## config.mk

```make
export PLATFORM = sky130hd
export DESIGN_NAME = jp_emu_flat
export DESIGN_NICKNAME = d
export VERILOG_FILES = /design/src/rtl/jp_pkg.sv /design/src/rtl/jp_emu_if.sv /design/src/rtl/jp_sync_filt.sv /design/src/rtl/jp_emu.sv /design/src/flat_wrapper.sv
export SDC_FILE = /design/constraint.sdc
export NUM_CORES = 1
export LEC_CHECK = 0
export ABC_AREA = 0
export CAP_MARGIN = 20
export CORE_UTILIZATION = 50
export CTS_BUF_LIST = sky130_fd_sc_hd__clkbuf_8 sky130_fd_sc_hd__clkbuf_16
export CTS_CLUSTER_DIAMETER = 120
export DETAILED_ROUTE_END_ITERATION = 6
export PLACE_DENSITY = 0.7
export SLEW_MARGIN = 40
export SYNTH_ARGS = -nofsm -noshare
export SYNTH_HDL_FRONTEND = slang
export SYNTH_HIERARCHICAL = 1
export SYNTH_SLANG_ARGS = --single-unit
export TNS_END_PERCENT = 5
```

## constraint.sdc

```tcl
create_clock -name clk -period 4.2 [get_ports clk]
set_input_delay 0.84 -clock clk [delete_from_list [all_inputs] [get_ports clk]]
set_output_delay 0.84 -clock clk [all_outputs]
set_load 0.005 [all_outputs]
```

## src/rtl/jp_pkg.sv

```systemverilog
// Shared definitions for the emulated NES joypad: button indices and FSM encoding.
package jp_pkg;

  localparam int JP_NUM_BTNS   = 8;
  localparam int JP_BTN_A      = 0;
  localparam int JP_BTN_B      = 1;
  localparam int JP_BTN_SELECT = 2;
  localparam int JP_BTN_START  = 3;
  localparam int JP_BTN_UP     = 4;
  localparam int JP_BTN_DOWN   = 5;
  localparam int JP_BTN_LEFT   = 6;
  localparam int JP_BTN_RIGHT  = 7;

  localparam logic [3:0] JP_SHIFT_MAX = 4'd8;

  typedef enum logic [1:0] {
    JP_IDLE,
    JP_LOAD,
    JP_SHIFT,
    JP_DONE
  } jp_state_e;

endpackage

```

## src/rtl/jp_emu_if.sv

```systemverilog
// Joypad serial line as seen between host controller (master) and pad (slave).
interface jp_emu_if;
  logic jp_latch;
  logic jp_clk;
  logic jp_data;

  modport master (output jp_latch, output jp_clk, input jp_data);
  modport slave  (input jp_latch, input jp_clk, output jp_data);
endinterface

```

## src/rtl/jp_sync_filt.sv

```systemverilog
// Synchronizer, glitch filter and rising-edge detect for one asynchronous host line.
module jp_sync_filt #(
  parameter int SYNC_STAGES = 2,
  parameter int FILT_CYCLES = 4
) (
  input  logic clk,
  input  logic nres,
  input  logic din,
  output logic lvl,
  output logic rise
);

  localparam logic [3:0] FILT_LAST = 4'(FILT_CYCLES - 1);

  logic [SYNC_STAGES-1:0] sync_q;
  logic [3:0]             filt_cnt;
  logic                   samp;

  assign samp = sync_q[SYNC_STAGES-1];

  // Level only moves after FILT_CYCLES consecutive samples disagree with it.
  always_ff @(posedge clk or negedge nres) begin
    if (!nres) begin
      sync_q   <= '0;
      filt_cnt <= '0;
      lvl      <= 1'b0;
      rise     <= 1'b0;
    end else begin
      sync_q <= {sync_q[SYNC_STAGES-2:0], din};
      rise   <= 1'b0;
      if (samp == lvl) begin
        filt_cnt <= '0;
      end else if (filt_cnt == FILT_LAST) begin
        lvl      <= samp;
        rise     <= samp;
        filt_cnt <= '0;
      end else begin
        filt_cnt <= filt_cnt + 4'd1;
      end
    end
  end

endmodule

```

## src/rtl/jp_emu.sv

```systemverilog
// Emulated NES joypad (4021-style PISO). Optional turbo masking: define JP_EMU_TURBO_EN.
module jp_emu
  import jp_pkg::*;
#(
  parameter int SYNC_STAGES = 2,
  parameter int FILT_CYCLES = 4,
  parameter int TURBO_DIV   = 4
) (
  input  logic                   clk,
  input  logic                   nres,
  jp_emu_if.slave                bus,
  input  logic [JP_NUM_BTNS-1:0] btn_in,
  input  logic [1:0]             turbo_en,
  output logic [3:0]             shift_cnt,
  output logic                   frame_strb
);

  localparam logic [7:0] TURBO_LAST = 8'(TURBO_DIV - 1);

  jp_state_e              state, state_nxt;
  logic [JP_NUM_BTNS-1:0] shreg, shreg_nxt;
  logic [JP_NUM_BTNS-1:0] masked_btn;
  logic [3:0]             cnt_nxt;
  logic                   strb_nxt;
  logic                   latch_lvl, latch_rise, clk_lvl, clk_rise;
  logic                   unused_edges;

  jp_sync_filt #(.SYNC_STAGES(SYNC_STAGES), .FILT_CYCLES(FILT_CYCLES)) u_latch_filt (
    .clk (clk), .nres(nres), .din(bus.jp_latch), .lvl(latch_lvl), .rise(latch_rise)
  );

  jp_sync_filt #(.SYNC_STAGES(SYNC_STAGES), .FILT_CYCLES(FILT_CYCLES)) u_clk_filt (
    .clk (clk), .nres(nres), .din(bus.jp_clk), .lvl(clk_lvl), .rise(clk_rise)
  );

  assign unused_edges = latch_rise ^ clk_lvl;

`ifdef JP_EMU_TURBO_EN
  logic [7:0] turbo_cnt;
  logic       turbo_phase;

  always_ff @(posedge clk or negedge nres) begin
    if (!nres) begin
      turbo_cnt   <= '0;
      turbo_phase <= 1'b1;
    end else if (frame_strb) begin
      if (turbo_cnt == TURBO_LAST) begin
        turbo_cnt   <= '0;
        turbo_phase <= ~turbo_phase;
      end else begin
        turbo_cnt <= turbo_cnt + 8'd1;
      end
    end
  end

  always_comb begin
    masked_btn = btn_in;
    if (turbo_en[0] && !turbo_phase) masked_btn[JP_BTN_A] = 1'b0;
    if (turbo_en[1] && !turbo_phase) masked_btn[JP_BTN_B] = 1'b0;
  end
`else
  logic unused_turbo;
  assign masked_btn   = btn_in;
  assign unused_turbo = ^{turbo_en, TURBO_LAST};
`endif

  // A high latch always reloads, so it beats a coincident clock edge.
  always_comb begin
    state_nxt = state;
    shreg_nxt = shreg;
    cnt_nxt   = shift_cnt;
    strb_nxt  = 1'b0;
    case (state)
      JP_IDLE: begin
        shreg_nxt = '1;
        if (latch_lvl) begin
          state_nxt = JP_LOAD;
          shreg_nxt = ~masked_btn;
          cnt_nxt   = '0;
        end
      end
      JP_LOAD: begin
        shreg_nxt = ~masked_btn;
        cnt_nxt   = '0;
        if (!latch_lvl) begin
          state_nxt = JP_SHIFT;
          strb_nxt  = 1'b1;
        end
      end
      JP_SHIFT: begin
        if (latch_lvl) begin
          state_nxt = JP_LOAD;
          shreg_nxt = ~masked_btn;
          cnt_nxt   = '0;
        end else if (clk_rise) begin
          shreg_nxt = {1'b0, shreg[JP_NUM_BTNS-1:1]};
          cnt_nxt   = shift_cnt + 4'd1;
          if (cnt_nxt == JP_SHIFT_MAX) state_nxt = JP_DONE;
        end
      end
      JP_DONE: begin
        shreg_nxt = '0;
        if (latch_lvl) begin
          state_nxt = JP_LOAD;
          shreg_nxt = ~masked_btn;
          cnt_nxt   = '0;
        end
      end
      default: state_nxt = JP_IDLE;
    endcase
  end

  always_ff @(posedge clk or negedge nres) begin
    if (!nres) begin
      state       <= JP_IDLE;
      shreg       <= '1;
      shift_cnt   <= '0;
      frame_strb  <= 1'b0;
      bus.jp_data <= 1'b1;
    end else begin
      state       <= state_nxt;
      shreg       <= shreg_nxt;
      shift_cnt   <= cnt_nxt;
      frame_strb  <= strb_nxt;
      bus.jp_data <= shreg_nxt[0];
    end
  end

endmodule

```

## src/flat_wrapper.sv

```systemverilog
// flat-port wrapper written by rule: the top's interface ports become plain ports
module jp_emu_flat import jp_pkg::*;
#(
  parameter int SYNC_STAGES = 2,
  parameter int FILT_CYCLES = 4,
  parameter int TURBO_DIV   = 4
)
  (clk, nres, btn_in, turbo_en, shift_cnt, frame_strb, bus_jp_latch, bus_jp_clk, bus_jp_data);
  jp_emu_if bus_i ();
  input  logic clk;
  input  logic nres;
  input  logic [JP_NUM_BTNS-1:0] btn_in;
  input  logic [1:0] turbo_en;
  output logic [3:0] shift_cnt;
  output logic frame_strb;
  input wire logic [$bits(bus_i.jp_latch)-1:0] bus_jp_latch;
  input wire logic [$bits(bus_i.jp_clk)-1:0] bus_jp_clk;
  output wire logic [$bits(bus_i.jp_data)-1:0] bus_jp_data;
  assign bus_i.jp_latch = bus_jp_latch;
  assign bus_i.jp_clk = bus_jp_clk;
  assign bus_jp_data = bus_i.jp_data;
  jp_emu #(.SYNC_STAGES(SYNC_STAGES), .FILT_CYCLES(FILT_CYCLES), .TURBO_DIV(TURBO_DIV)) u_core (.clk(clk), .nres(nres), .bus(bus_i), .btn_in(btn_in), .turbo_en(turbo_en), .shift_cnt(shift_cnt), .frame_strb(frame_strb));
endmodule
```

* Word level (Yosys, flattened, before mapping) *
Cells that the tools add are included.

storage, ports and cells
  bits in registers = 30
  input port bits = 14
  output and inout port bits = 6
  logic and storage cells = 59

cells by class
  add/subtract/negate cells = 3
  eq/ne operators = 12
  muxes and demuxes = 23
  bitwise operators = 3
  reduce and logical (&&, ||, !) cells = 6

operator list
  cell                                                                     count
  8-bit two-way mux                                                        4
  8-bit one-hot mux with 4 select lines                                    1
  4-bit two-way mux                                                        7
  4-bit by 1-bit adder with 4-bit output, second input constant            3
  4-bit one-hot mux with 3 select lines                                    1
  2-bit two-way mux                                                        5
  4-bit by 2-bit equality test with 1-bit output, second input constant    2
  8-bit NOT                                                                1
  2-bit one-hot mux with 3 select lines                                    1
  2-bit AND reduction                                                      3
  2-bit equality test, second input constant                               2
  4-bit equality test, second input constant                               1
  1-bit two-way mux                                                        4
  4-bit AND reduction                                                      1
  3-bit by 2-bit inequality test with 1-bit output, second input constant  1
  3-bit inequality test, second input constant                             1
  1-bit equality test                                                      2
  2-bit by 1-bit equality test with 1-bit output, second input constant    1
  2-bit zero test                                                          1
  2-bit by 1-bit inequality test with 1-bit output, second input constant  1
  2-bit inequality test, second input constant                             1
  1-bit NOT                                                                2
  2-bit OR reduction                                                       1

* Logic depth before layout (Yosys ltp) *
Gate-level depths: netlist of the first run.

  depth in word-level cells = 6
  mapped depth = 9
  mapped depth without buffers = 6

* By module *
Netlist of the first run, hierarchy kept.

modules (own cells, without submodules)
  module        times used  cells each  area each (sq um)
  jp_emu        1           98          927.1
  jp_sync_filt  2           22          315.3

* Worst setup path before layout of the first run *
OpenSTA, ideal clock, no wires.

  path kind = register to register
  start point = register u_core.state[0]
  end point = register u_core.shift_cnt[0]
  data arrival time = 1574 ps
  required time = 4075 ps
  slack = 2502 ps
  stages on the path, launching flop included = 8
  path buffers = 1
  clock period less this slack = 1698 ps
  cell sequence = dfrtp_1 > inv_1 > ha_1 > buf_4 > nor2b_1 > nand2b_4 > and2b_1 > mux2_2

on the way
  word-level cells in the longest chain between the ends = 4
  elaborated cells between the ends (all ways) = 9
  those cells by class = eq/ne (5); mux (1); reduce/logical (3)

ends and longest elaborated chain
  what                                                        line           source
  from (decl)                                                 jp_emu.sv:20   jp_state_e state, state_nxt;
  from (signal assigned)                                      jp_emu.sv:121  state <= state_nxt;
  2-bit equality test or 2-bit zero test (tied branches)      jp_emu.sv:73   case (state)
  2-bit OR reduction (no line)                                --
  2-bit by 1-bit inequality test with 1-bit output (no line)  --
  2-bit AND reduction (no line)                               --
  to (signal assigned)                                        jp_emu.sv:123  shift_cnt <= cnt_nxt;
  to (decl)                                                   jp_emu.sv:14   output logic [3:0] shift_cnt,

Several ways; a longest one is shown, not always the timed one.
A chain may end at the register's enable or synchronous reset.

==> results.sh, run 1 <==
export IMPL_core_area_um2=2830
export IMPL_grtUsageMet3_pct=7.48
export IMPL_antenna_left=0
export IMPL_critPathSlowestCell="dfstp_2"
export IMPL_io_buffers=17
export IMPL_nets=182
export IMPL_grt_pass1_wl_um=4870
export IMPL_wl_per_cell_um=14.2
export IMPL_worst_pin_slew_ns=0.504
export IMPL_root_buffer="clkbuf_8"
export IMPL_netlist_area_um2=1520
export IMPL_drc=0
export IMPL_numCtsBuffers=5
export IMPL_clk_latency_ns=0.28
export IMPL_diodes=0
export IMPL_clock_sinks=30
export IMPL_critPathArrivalTime_ns=1.28
export IMPL_die_w_um=57.2
export IMPL_busiest_layer="met2"
export IMPL_overflow=0
export IMPL_antenna_found_initial=0
export IMPL_gr_usage_met1_pct=23.4
export IMPL_finalSetupViolCount=0
export IMPL_met2_usage_pct=33.3
export IMPL_critPathMaxStageDelay_ns=0.52
export IMPL_routed_wirelength_um=2730
export IMPL_swShare_pct=34.1
export IMPL_path_class="reg2out"
export IMPL_rows=19
export IMPL_post_cts_setup_buffer_count=0
export IMPL_cts_resized=0
export IMPL_finalCritPeriodShare_pct=50.6
export IMPL_p_comb_share_pct=34.4
export IMPL_fmax_ghz=0.471
export IMPL_drtPass1Iterations=4
export IMPL_htree_levels=2
export IMPL_gp_congestion=0.771
export IMPL_design_area_um2=1810
export IMPL_syn_area_per_cell_um2=10.9
export IMPL_finalHoldViolCount=0
export IMPL_clk_path_buf_depth=2
export IMPL_crit_family="flip-flops"
export IMPL_dpl_hpwl_um=1810
export IMPL_syn_nets=161
export IMPL_area_growth_pct=18.7
export IMPL_start_util_pct=53.8
export IMPL_grt_max_degree=31
export IMPL_rsz0062_at_grt="false"
export IMPL_netSwitchingPower_uw=366
export IMPL_crit_buf_inv=1
export IMPL_worst_path_max_fanout=2
export IMPL_die_area_um2=3270
export IMPL_p_int_uw=705
export IMPL_clkPwrFrac_pct=22.4
export IMPL_seqPwrFrac_pct=43.1
export IMPL_ios=20
export IMPL_drive_above_1_share_pct=17.9
export IMPL_clk_pin_slew_ns=0.06
export IMPL_dpl_instance_area_um2=1710
export IMPL_ir_drop_v=0.000358
export IMPL_drt_iter0_drc=45
export IMPL_crit_required_ns=3.36
export IMPL_grt_pass1_vias=1135
export IMPL_fin_skew_ns=0.0104
export IMPL_yosysWarnings=6
export IMPL_syn_instance_count=140
export IMPL_endpoint_kind="output port"
export IMPL_setup_worst_path_start_class="flip-flop"
export IMPL_finalNonFillerCells=193
export IMPL_maxSlewHeadroom_pct=66.2
export IMPL_final_setup_tns_ns=0
export IMPL_max_cap_violations=0
export IMPL_avgViaCountPerCell=5.68
export IMPL_grt_use_total_pct=20.3
export IMPL_slew_viol_final=0
export IMPL_total_leakage_power_nw=0.779
export IMPL_placed_cells=185
export IMPL_crit_chain="clkdlybuf4s50_1"
export IMPL_vias=1096
export IMPL_cts_tree="yes"
export IMPL_cts_hold_buf=0
export IMPL_powerDensity_nw_per_um2=593
export IMPL_hp_class="reg2reg"
export IMPL_die_y_um=57.2
export IMPL_fin_crit_ns=2.12
export IMPL_outcome="complete, no violations"
## cells in the final DEF, fill, tap and decap left out, types with 2 or more instances in the layout
cell,count
clkdlybuf4s50_1,17
xnor2_1,2
nand2b_1,4
ha_1,7
mux2_2,2
o22a_1,6
nor3b_2,2
nor2b_1,4
dfstp_2,8
inv_1,11
clkbuf_8,6
o21a_1,2
o21ai_0,3
a21oi_1,20
nor3_1,2
nand2_1,4
and4_1,2
nand3b_1,3
nor4_2,2
mux2_1,2
nor2_1,9
dfrtp_1,22
## power groups by stage
stage          clock (mW)  sequential (mW)  combinational (mW)
2_1_floorplan           0            0.440               0.294
3_3_place_gp            0            0.460               0.354
3_5_place_dp            0            0.464               0.365
4_1_cts             0.252            0.461               0.371
5_1_grt             0.265            0.474               0.412
6_report            0.240            0.462               0.369
## per-stage QoR
stage	utilization, %	total power, mW	hold slack [ns]	worst slack, ns
CTS	63.9	1.08	0.365	2.06
global route	63.9	1.15	0.367	2.01
finish	63.9	1.07	0.362	2.08
global placement	60.5	0.813	0.337	2.31
floorplan	-	0.735	0.331	2.50
detailed placement	60.5	0.829	0.336	2.28
## flip-flops by register name, indices dropped and copies added, names as in the netlist, 2 cells and up
register,count
u_core/shreg,8
u_core/shift_cnt,4
u_core/u_clk_filt/filt_cnt,4
u_core/u_latch_filt/filt_cnt,4
u_core/state,2
u_core/u_clk_filt/sync_q,2
u_core/u_latch_filt/sync_q,2
## final cells by class
type                            instances  area (um^2)
Timing Repair Buffer                   18          178
Clock inverter                          2         12.5
Sequential cell                        30          761
Tap cell                               31         38.8
Inverter                               11         41.3
Fill cell                             229         1020
Multi-Input combinational cell         95          693
Clock buffer                            6         82.6
## routing by layer
layer,up-vias,part of all wire [%]
li1,540,-
met1,531,46
met2,21,49
met3,4,3.6
met4,0,1.4
met5,-,0
## final timing paths
path | slack, ns | endpoint | start | cells past startpoint
max reg2reg | 2.25 | u_core/shift_cnt[1] | u_core/state[0] | 6
max in group asynchronous | 2.94 | u_core/shreg[5] | nres | 2
min in group asynchronous | 0.93 | u_core/shift_cnt[3] | nres | 2
min reg2reg | 0.36 | u_core/u_clk_filt/sync_q[1] | u_core/u_clk_filt/sync_q[0] | 0
max | 2.08 | bus_jp_data | u_core/shreg[0] | 1
min | 0.36 | u_core/u_clk_filt/sync_q[1] | u_core/u_clk_filt/sync_q[0] | 0
(Power assumes the default switching activity.)
==> inputs of run 2 (changes only) <==
==> constraint.sdc (replaced) <==
create_clock -name clk -period 2.05 [get_ports clk]
set_input_delay 0.41 -clock clk [delete_from_list [all_inputs] [get_ports clk]]
set_output_delay 0.41 -clock clk [all_outputs]
set_load 0.005 [all_outputs]
==> results.sh, run 2 (synthesized netlist as in run 1, its figures left out) <==
export IMPL_outcome="complete, no violations"
export IMPL_diodes=0
export IMPL_setup_worst_path_start_class="flip-flop"
export IMPL_drc=0
export IMPL_finalNonFillerCells=194
export IMPL_numCtsBuffers=5
export IMPL_slew_viol_final=0
export IMPL_critPathSlowestCell="dfrtp_1"
export IMPL_crit_required_ns=2.21
export IMPL_rrSetupSlack_ns=0.20
export IMPL_crit_family="simple AND/OR/NAND/NOR gates"
export IMPL_fmax_ghz=0.539
export IMPL_critPathArrivalTime_ns=2.01
export IMPL_grt_max_degree=31
export IMPL_min_to="u_core/u_latch_filt/sync_q[1]"
export IMPL_reg2regPathDepth=6
export IMPL_largest_reg_flops=8
export IMPL_design_area_um2=1860
export IMPL_fin_crit_ns=1.85
export IMPL_placed_cells=186
export IMPL_fin_util_pct=65.9
export IMPL_hp_class="reg2reg"
export IMPL_grt_use_total_pct=18.6
export IMPL_finalHoldViolCount=0
export IMPL_die_area_um2=3270
export IMPL_wl_per_cell_um=13.8
export IMPL_rsz0062_at_grt="false"
export IMPL_hold_depth=0
export IMPL_io_buffers=17
export IMPL_core_area_um2=2830
export IMPL_final_common_cell="dfrtp_1"
export IMPL_vias=1096
export IMPL_critical_path_startpoint="u_core/state[0]"
export IMPL_clk_pin_slew_ns=0.07
export IMPL_dpl_instance_area_um2=1720
export IMPL_hold_path_startpoint="u_core/u_latch_filt/sync_q[0]"
export IMPL_overflow=0
export IMPL_drt_iter0_drc=34
export IMPL_fin_skew_ns=0.00411
export IMPL_clk_latency_ns=0.27
export IMPL_crit_chain="inv_1, ha_2, nor2b_1, nand2b_4, and2b_1, mux2_2"
export IMPL_ir_drop_v=0.000760
export IMPL_layout_common_cells="dfrtp_1, a21oi_1, clkdlybuf4s50_1"
export IMPL_total_leakage_power_nw=0.805
export IMPL_antenna_left=0
export IMPL_path_class="reg2reg"
export IMPL_hold_ws_ns=0.353
export IMPL_powerDensity_nw_per_um2=1310
export IMPL_die_w_um=57.2
export IMPL_critPathMaxStageDelay_ns=0.41
export IMPL_cts_hold_buf=0
export IMPL_routed_wirelength_um=2680
export IMPL_start_util_pct=53.8
export IMPL_gp_congestion=0.750
export IMPL_power_mw=2.44
export IMPL_cts_tree="yes"
export IMPL_rows=19
export IMPL_drtPass1Iterations=5
export IMPL_clk_path_buf_depth=2
export IMPL_worst_slack_ns=0.196
export IMPL_htree_levels=2
export IMPL_final_setup_tns_ns=0
export IMPL_r2r_start="u_core/state[0]"
export IMPL_clock_sinks=30
export IMPL_die_y_um=57.2
export IMPL_max_cap_violations=0
export IMPL_worst_pin_slew_ns=0.594
export IMPL_dpl_hpwl_um=1840
export IMPL_place_ws_ns=0.119
export IMPL_worst_path_max_fanout=10
export IMPL_antenna_found_initial=0
export IMPL_nets=183
export IMPL_crit_buf_inv=1
export IMPL_finalSetupViolCount=0
export IMPL_area_growth_pct=22.4
export IMPL_finalCritPeriodShare_pct=90.4
export IMPL_drive_above_1_share_pct=19.0
export IMPL_grt_pass1_wl_um=4590
export IMPL_worst_r2r_endpoint="u_core/shift_cnt[0]"
export IMPL_top_register="u_core/shreg"
export IMPL_grt_pass1_vias=1073
export IMPL_maxSlewHeadroom_pct=59.4
export IMPL_endpoint_kind="flip-flop"
export IMPL_ios=20
export IMPL_avgViaCountPerCell=5.65
export IMPL_root_buffer="clkbuf_8"
[run 2: layer usage]
metal / wire, um / up-vias / GRT usage (%)
met3: 124 / 4 / 7.26
met4: 29 / 0 / 6.97
met5: 0 / - / 0
met1: 1240 / 521 / 23.2
li1: - / 544 / -
met2: 1280 / 27 / 29.6
[run 2: final cells by class]
type | count | area (um^2)
sequential | 30 | 761
inverter | 11 | 41.3
clock inverter | 2 | 60.1
fill | 229 | 965
multi-input combinational | 95 | 696
clock buffer | 6 | 82.6
tap | 31 | 38.8
timing repair buffer | 19 | 185
[run 2: worst max path at each step]
stage	endpoint	depth (start not counted)
2_1_floorplan	u_core/shift_cnt[0]	7
3_3_place_gp	u_core/shift_cnt[1]	6
3_5_place_dp	u_core/shift_cnt[1]	6
4_1_cts	u_core/shift_cnt[1]	6
5_1_grt	u_core/shift_cnt[0]	6
6_report	u_core/shift_cnt[0]	6
[run 2: timing repair]
item | in CTS | in global routing
gates resized for setup | 0 | 1
setup buffers | 0 | 0
endpoints found under the setup margin | 0 | 2
[run 2: where the power goes]
group          total (mW)  internal [mW]  switching (mW)
combinational       0.760          0.386           0.374
sequential          0.941          0.795           0.146
clock               0.735          0.518           0.217
total                2.44           1.70           0.737
